### src/rtl/reg_cmd_sequencer_if.sv
`default_nettype none
// ============================================================================
// Module   : reg_cmd_sequencer_if
// Brief    : Command, response and register-control bundle for the
//            reg_cmd_sequencer. The slave side is the sequencer; the master
//            side is the command source together with the 4-bit register.
// Revision : 1.0  initial release
// ============================================================================
interface reg_cmd_sequencer_if #(
   parameter int W = 4
);
   logic         cmd_valid;
   logic         cmd_ready;
   logic [1:0]   cmd_op;
   logic [W-1:0] cmd_data;

   logic         reg_clr;
   logic         reg_ld;
   logic         reg_inc;
   logic         reg_shr;
   logic [W-1:0] reg_data;
   logic [W-1:0] reg_q;
   logic         reg_carry;

   logic         rsp_valid;
   logic         rsp_ready;
   logic [1:0]   rsp_op;
   logic [W-1:0] rsp_data;
   logic [W-1:0] rsp_bits;

   modport master (
      output cmd_valid, cmd_op, cmd_data, rsp_ready, reg_q, reg_carry,
      input  cmd_ready, reg_clr, reg_ld, reg_inc, reg_shr, reg_data,
             rsp_valid, rsp_op, rsp_data, rsp_bits
   );

   modport slave (
      input  cmd_valid, cmd_op, cmd_data, rsp_ready, reg_q, reg_carry,
      output cmd_ready, reg_clr, reg_ld, reg_inc, reg_shr, reg_data,
             rsp_valid, rsp_op, rsp_data, rsp_bits
   );
endinterface
`default_nettype wire

### src/rtl/reg_cmd_sequencer.sv
`default_nettype none
// ============================================================================
// Module   : reg_cmd_sequencer
// Brief    : Accepts one command per handshake, drives the clr/ld/inc/shr
//            strobes of a W-bit register for the required number of cycles,
//            then returns the final register value and any bits shifted out.
// Revision : 1.0  initial release
// ============================================================================
module reg_cmd_sequencer #(
   parameter int W = 4
) (
   input logic               clk,
   input logic               rst_n,
   reg_cmd_sequencer_if.slave bus
);

   localparam logic [1:0] c_IDLE   = 2'd0;
   localparam logic [1:0] c_EXEC   = 2'd1;
   localparam logic [1:0] c_SETTLE = 2'd2;
   localparam logic [1:0] c_RESP   = 2'd3;

   localparam logic [1:0] c_OP_CLR = 2'b00;
   localparam logic [1:0] c_OP_LD  = 2'b01;
   localparam logic [1:0] c_OP_INC = 2'b10;
   localparam logic [1:0] c_OP_SER = 2'b11;

   localparam logic [W-1:0] c_ONE     = W'(1);
   localparam logic [W-1:0] c_SER_CNT = W'(W);

   logic [1:0]   r_state;
   logic [1:0]   r_op;
   logic [W-1:0] r_data;
   logic [W-1:0] r_cnt;
   logic         r_shr_d;
   logic [1:0]   r_rsp_op;
   logic [W-1:0] r_rsp_data;
   logic [W-1:0] r_rsp_bits;

   logic         w_exec;
   logic         w_shr;

   // Strobes are decoded only from registered state, so each is glitch-free
   // and at most one can be high (they differ in the latched op).
   assign w_exec = (r_state == c_EXEC);
   assign w_shr  = w_exec && (r_op == c_OP_SER);

   assign bus.reg_clr   = w_exec && (r_op == c_OP_CLR);
   assign bus.reg_ld    = w_exec && (r_op == c_OP_LD);
   assign bus.reg_inc   = w_exec && (r_op == c_OP_INC);
   assign bus.reg_shr   = w_shr;
   assign bus.reg_data  = r_data;
   assign bus.cmd_ready = (r_state == c_IDLE);
   assign bus.rsp_valid = (r_state == c_RESP);
   assign bus.rsp_op    = r_rsp_op;
   assign bus.rsp_data  = r_rsp_data;
   assign bus.rsp_bits  = r_rsp_bits;

   // Command sequencing FSM with carry collection one cycle behind each shift,
   // since the register's carry is valid only in the cycle after the strobe.
   always_ff @(posedge clk or negedge rst_n) begin
      if (!rst_n) begin
         r_state    <= c_IDLE;
         r_op       <= '0;
         r_data     <= '0;
         r_cnt      <= '0;
         r_shr_d    <= 1'b0;
         r_rsp_op   <= '0;
         r_rsp_data <= '0;
         r_rsp_bits <= '0;
      end else begin
         r_shr_d <= w_shr;
         if (r_shr_d) begin
            r_rsp_bits <= {bus.reg_carry, r_rsp_bits[W-1:1]};
         end
         case (r_state)
            c_IDLE: begin
               if (bus.cmd_valid) begin
                  r_op       <= bus.cmd_op;
                  r_data     <= bus.cmd_data;
                  r_rsp_bits <= '0;
                  case (bus.cmd_op)
                     c_OP_INC: r_cnt <= bus.cmd_data;
                     c_OP_SER: r_cnt <= c_SER_CNT;
                     default:  r_cnt <= c_ONE;
                  endcase
                  // INC 0 has no strobe cycles at all.
                  if ((bus.cmd_op == c_OP_INC) && (bus.cmd_data == '0)) begin
                     r_state <= c_SETTLE;
                  end else begin
                     r_state <= c_EXEC;
                  end
               end
            end
            c_EXEC: begin
               r_cnt <= r_cnt - c_ONE;
               if (r_cnt == c_ONE) begin
                  r_state <= c_SETTLE;
               end
            end
            c_SETTLE: begin
               r_rsp_data <= bus.reg_q;
               r_rsp_op   <= r_op;
               r_state    <= c_RESP;
            end
            default: begin
               if (bus.rsp_ready) begin
                  r_state <= c_IDLE;
               end
            end
         endcase
      end
   end

endmodule
`default_nettype wire

### src/flat_wrapper.sv
// flat-port wrapper written by rule: the top's interface ports become plain ports
module reg_cmd_sequencer_flat 
#(
   parameter int W = 4
)
  (clk, rst_n, bus_cmd_valid, bus_cmd_op, bus_cmd_data, bus_rsp_ready, bus_reg_q, bus_reg_carry, bus_cmd_ready, bus_reg_clr, bus_reg_ld, bus_reg_inc, bus_reg_shr, bus_reg_data, bus_rsp_valid, bus_rsp_op, bus_rsp_data, bus_rsp_bits);
  reg_cmd_sequencer_if #(.W(W)) bus_i ();
  input logic clk;
  input logic rst_n;
  input wire logic [$bits(bus_i.cmd_valid)-1:0] bus_cmd_valid;
  input wire logic [$bits(bus_i.cmd_op)-1:0] bus_cmd_op;
  input wire logic [$bits(bus_i.cmd_data)-1:0] bus_cmd_data;
  input wire logic [$bits(bus_i.rsp_ready)-1:0] bus_rsp_ready;
  input wire logic [$bits(bus_i.reg_q)-1:0] bus_reg_q;
  input wire logic [$bits(bus_i.reg_carry)-1:0] bus_reg_carry;
  output wire logic [$bits(bus_i.cmd_ready)-1:0] bus_cmd_ready;
  output wire logic [$bits(bus_i.reg_clr)-1:0] bus_reg_clr;
  output wire logic [$bits(bus_i.reg_ld)-1:0] bus_reg_ld;
  output wire logic [$bits(bus_i.reg_inc)-1:0] bus_reg_inc;
  output wire logic [$bits(bus_i.reg_shr)-1:0] bus_reg_shr;
  output wire logic [$bits(bus_i.reg_data)-1:0] bus_reg_data;
  output wire logic [$bits(bus_i.rsp_valid)-1:0] bus_rsp_valid;
  output wire logic [$bits(bus_i.rsp_op)-1:0] bus_rsp_op;
  output wire logic [$bits(bus_i.rsp_data)-1:0] bus_rsp_data;
  output wire logic [$bits(bus_i.rsp_bits)-1:0] bus_rsp_bits;
  assign bus_i.cmd_valid = bus_cmd_valid;
  assign bus_i.cmd_op = bus_cmd_op;
  assign bus_i.cmd_data = bus_cmd_data;
  assign bus_i.rsp_ready = bus_rsp_ready;
  assign bus_i.reg_q = bus_reg_q;
  assign bus_i.reg_carry = bus_reg_carry;
  assign bus_cmd_ready = bus_i.cmd_ready;
  assign bus_reg_clr = bus_i.reg_clr;
  assign bus_reg_ld = bus_i.reg_ld;
  assign bus_reg_inc = bus_i.reg_inc;
  assign bus_reg_shr = bus_i.reg_shr;
  assign bus_reg_data = bus_i.reg_data;
  assign bus_rsp_valid = bus_i.rsp_valid;
  assign bus_rsp_op = bus_i.rsp_op;
  assign bus_rsp_data = bus_i.rsp_data;
  assign bus_rsp_bits = bus_i.rsp_bits;
  reg_cmd_sequencer #(.W(W)) u_core (.clk(clk), .rst_n(rst_n), .bus(bus_i));
endmodule
### config.mk
export PLATFORM = sky130hd
export DESIGN_NAME = reg_cmd_sequencer_flat
export DESIGN_NICKNAME = d
export VERILOG_FILES = /design/src/rtl/reg_cmd_sequencer_if.sv /design/src/rtl/reg_cmd_sequencer.sv /design/src/flat_wrapper.sv
export SDC_FILE = /design/constraint.sdc
export NUM_CORES = 1
export LEC_CHECK = 0
export ABC_CLOCK_PERIOD_IN_PS = 1500
export BUFFER_PORTS_ARGS = -buffer_cell sky130_fd_sc_hd__buf_2
export CORE_MARGIN = 10
export CORE_UTILIZATION = 45
export CTS_CLUSTER_SIZE = 16
export DETAILED_ROUTE_END_ITERATION = 16
export GPL_TIMING_DRIVEN = 0
export PLACE_DENSITY = 0.73
export SLEW_MARGIN = 20
export SYNTH_ARGS = -nofsm -noshare
export SYNTH_HDL_FRONTEND = slang
export SYNTH_SLANG_ARGS = --single-unit
### constraint.sdc
create_clock -name clk -period 1.5 [get_ports clk]
set_input_delay 0 -clock clk [delete_from_list [all_inputs] [get_ports clk]]
set_output_delay 0 -clock clk [all_outputs]
set_load 0.005 [all_outputs]
==> run_results.csv <==
group,metric,value,unit
cts,cts-buffers-inserted,3,
critical_path,crit_type,"flop to flop",
min_path,hp-class,"primary input to flop",
run_status,violations,"setup timing",
route,via_count,1059,
sta,fmax,593,MHz
final_layout,nFillCells,175,
grt,grt_usage,12.3,%
die,floorplan.initialDensity,47.9,%
yosys,synth_most_common_cell,"dfrtp_1",
yosys,yosysSeqAreaShare,48.0,%
critical_path,cp_max_fo,2,
yosys,syn-num-nets,135,
yosys,synthesis.area,0.00120,mm²
die,ios,35,
die,dieArea,0.00513,mm²
sta,hold_slack,0.117,ns
yosys,synth_edf_count,0,
cts,clk_path_buf_depth,2,
critical_path,cp-start-kind,"flop",
yosys,avgSynthCellArea,10.5,µm²
yosys,synth_top_area_cell,"dfrtp_1",
power_and_ir_drop,p_total,0.00332,W
yosys,yosysWarnings,0,
critical_path,worstPathArrival,1.90,ns
cts,cts_sinks,23,
die,die_w,71.6,µm
placed_design,portBuffers,34,
sta,setup_violations,2,
cts,insertion_delay,0.31,ns
route,drc,0,
placed_design,gp_congestion,0.716,
sta,min_period_over_period,112,%
grt,grt_pass1_wl,5.25,mm
route,drtIter0Drc,30,
sta,period_minus_slack,1.69,ns
run_status,status,"finished, violations left",
power_and_ir_drop,power.leakage,0.881,nW
grt,grt_max_degree,24,
final_layout,synthToLayoutAreaGrowth,49.8,%
yosys,ys_ff_latch,23,
yosys,synth_commonest_cells,"23 x dfrtp_1, 21 x nand2_1, 7 x mux2_1",
yosys,synth_cell_types,34,
critical_path,endpoint_kind,"flop",
cts,path_clk_slew,0.13,ns
sta,drv_slew,0,
final_layout,post-route-util,71.8,%
cts,clock-root-buffer,"clkbuf_4",
power_and_ir_drop,p_per_area,1850,mW/mm²
placed_design,dp_hpwl,2.16,mm
grt,grt_pass1_vias,1127,
yosys,synthArstFlopShare,100,%
route,antenna_left,0,
yosys,synth_ff_type,"dfrtp_1",
power_and_ir_drop,peakVddDrop,1480,µV
route,routed_wl,3.18,mm
yosys,synth_top_area_share,48.0,%
route,drt_first_pass_iters,4,
cts,cts_tree,"yes",
sta,fin_tns_setup,-0.345,ns
sta,clock_skew,0.00333,ns
sta,rsz0062_at_grt,"yes",
final_layout,n_antenna_cell,0,
route,avgRoutedWirePerCell,15.4,µm
sta,tightestPinTransition,0.512,ns
sta,relSlewSlack,65.9,%
route,vias_per_cell,5.12,
sta,hold_violations,0,
grt,antenna_found_initial,0,
yosys,synthCells,114,
die,die_h,71.6,µm
yosys,synth_area_leaders,"dfrtp_1 48%, mux2_1 6.6%, nand2_1 6.6%",
final_layout,drive_above_1_share,42.9,%
die,rows,18,
final_layout,final_nets,199,
sta,setup_ws,-0.186,ns
critical_path,required,1.71,ns
die,core,0.00250,mm²
cts,htree_num_levels,1,
job,maxCapViolCount,0,
grt,grt_overflow,0,
per-layer routing:
metal  wire (µm)  GRT usage (%)
met1        1300           13.8
met5           0              0
met2        1600           21.0
met3         228           4.27
met4          62           4.52
through the flow:
step                      setup slack [ns]  cells  instance area [µm²]
after floorplan                     -0.134    114                 1210
after global placement              -0.237    178                 1420
after detailed placement            -0.335    178                 1420
after CTS                           -0.189    205                 1720
after global routing                -0.286    207                 1800
final                               -0.186    207                 1800
kinds of logic (layout without fill, tap and decap cells):
| group | count (synthesis) | in the layout | share of synthesized area, % |
|---|---|---|---|
| adders and majority gates | 6 | 6 | 6.26 |
| DFF | 23 | 23 | 48.0 |
| muxes | 14 | 14 | 12.5 |
| and+or+nand+nor | 50 | 50 | 22.4 |
| AOI/OAI and AO/OA | 11 | 11 | 6.37 |
| buffers and inverters | 10 | 73 | 4.38 |
power breakdown:
group          leakage, nW  internal, W  switching (W)  total, W
Clock               0.0150     0.000104       0.000189  0.000293
Sequential           0.287     0.000881       0.000197   0.00108
Combinational        0.579      0.00108       0.000871   0.00195
Total                0.881      0.00206        0.00126   0.00332
cell type report:
class / count / area [µm²] / share of cell area, %
Tap cell: 30 / 37.5 / 2.09
Timing Repair Buffer: 61 / 413 / 23.0
Buffer: 3 / 30.0 / 1.67
Multi-Input combinational cell: 81 / 689 / 38.4
Clock buffer: 4 / 26.3 / 1.46
Inverter: 5 / 21.3 / 1.18
Sequential cell: 23 / 578 / 32.2
worst max-delay path, stage by stage (launching register included):
cell and delay [ns]:
dfrtp_1 0.42, inv_2 0.09, ha_4 0.12, or3b_4 0.38, a221oi_4 0.26, mux2_4 0.32
cells in the final DEF (no fill, tap or decap), types with 2 or more instances in the layout:
| master | n |
|---|---|
| buf_2 | 33 |
| dfrtp_1 | 21 |
| nand2_1 | 20 |
| buf_4 | 14 |
| dlygate4sd3_1 | 12 |
| nor2_1 | 6 |
| mux2_1 | 6 |
| mux2i_1 | 5 |
| ha_4 | 4 |
| nor2b_1 | 3 |
| a21oi_1 | 3 |
| buf_6 | 3 |
| clkbuf_4 | 3 |
| inv_2 | 2 |
| and2_1 | 2 |
| inv_1 | 2 |
| and3_4 | 2 |
| mux2_4 | 2 |
| nand3_1 | 2 |
| o21ai_1 | 2 |
| ha_1 | 2 |
| dfrtp_2 | 2 |
flip-flops by register name (all words and copies together), names as in the netlist:
name / count
u_core.r_state: 2
u_core.bus.rsp_bits: 4
u_core.r_cnt: 4
u_core.bus.rsp_op: 2
u_core.bus.reg_data: 4
u_core.r_shr_d: 1
u_core.bus.rsp_data: 4
u_core.r_op: 2
worst paths after layout:
check	slack (ns)	from	depth (start not counted)	end
max	-0.19	u_core.r_cnt[1]$_DFFE_PN0P_	5	u_core.r_state[0]$_DFFE_PN0P_
min	0.12	bus_cmd_valid	4	u_core.bus.reg_data[0]$_DFFE_PN0P_
max reg2reg	-0.19	u_core.r_cnt[1]$_DFFE_PN0P_	5	u_core.r_state[0]$_DFFE_PN0P_
min reg2reg	0.49	u_core.bus.reg_data[2]$_DFFE_PN0P_	2	u_core.bus.reg_data[2]$_DFFE_PN0P_
max in group asynchronous	0.96	rst_n	2	u_core.r_state[1]$_DFFE_PN0P_
min in group asynchronous	0.18	rst_n	2	u_core.bus.rsp_op[1]$_DFFE_PN0P_
timing repair:
item,in CTS,in global routing
buffers inserted,12,4
pin swaps,2,3
endpoints found under the setup margin,20,15
endpoints found under the hold margin,34,0
hold buffers,12,0
resized for setup,17,10
No activity file was read; power rests on OpenSTA's default activity.
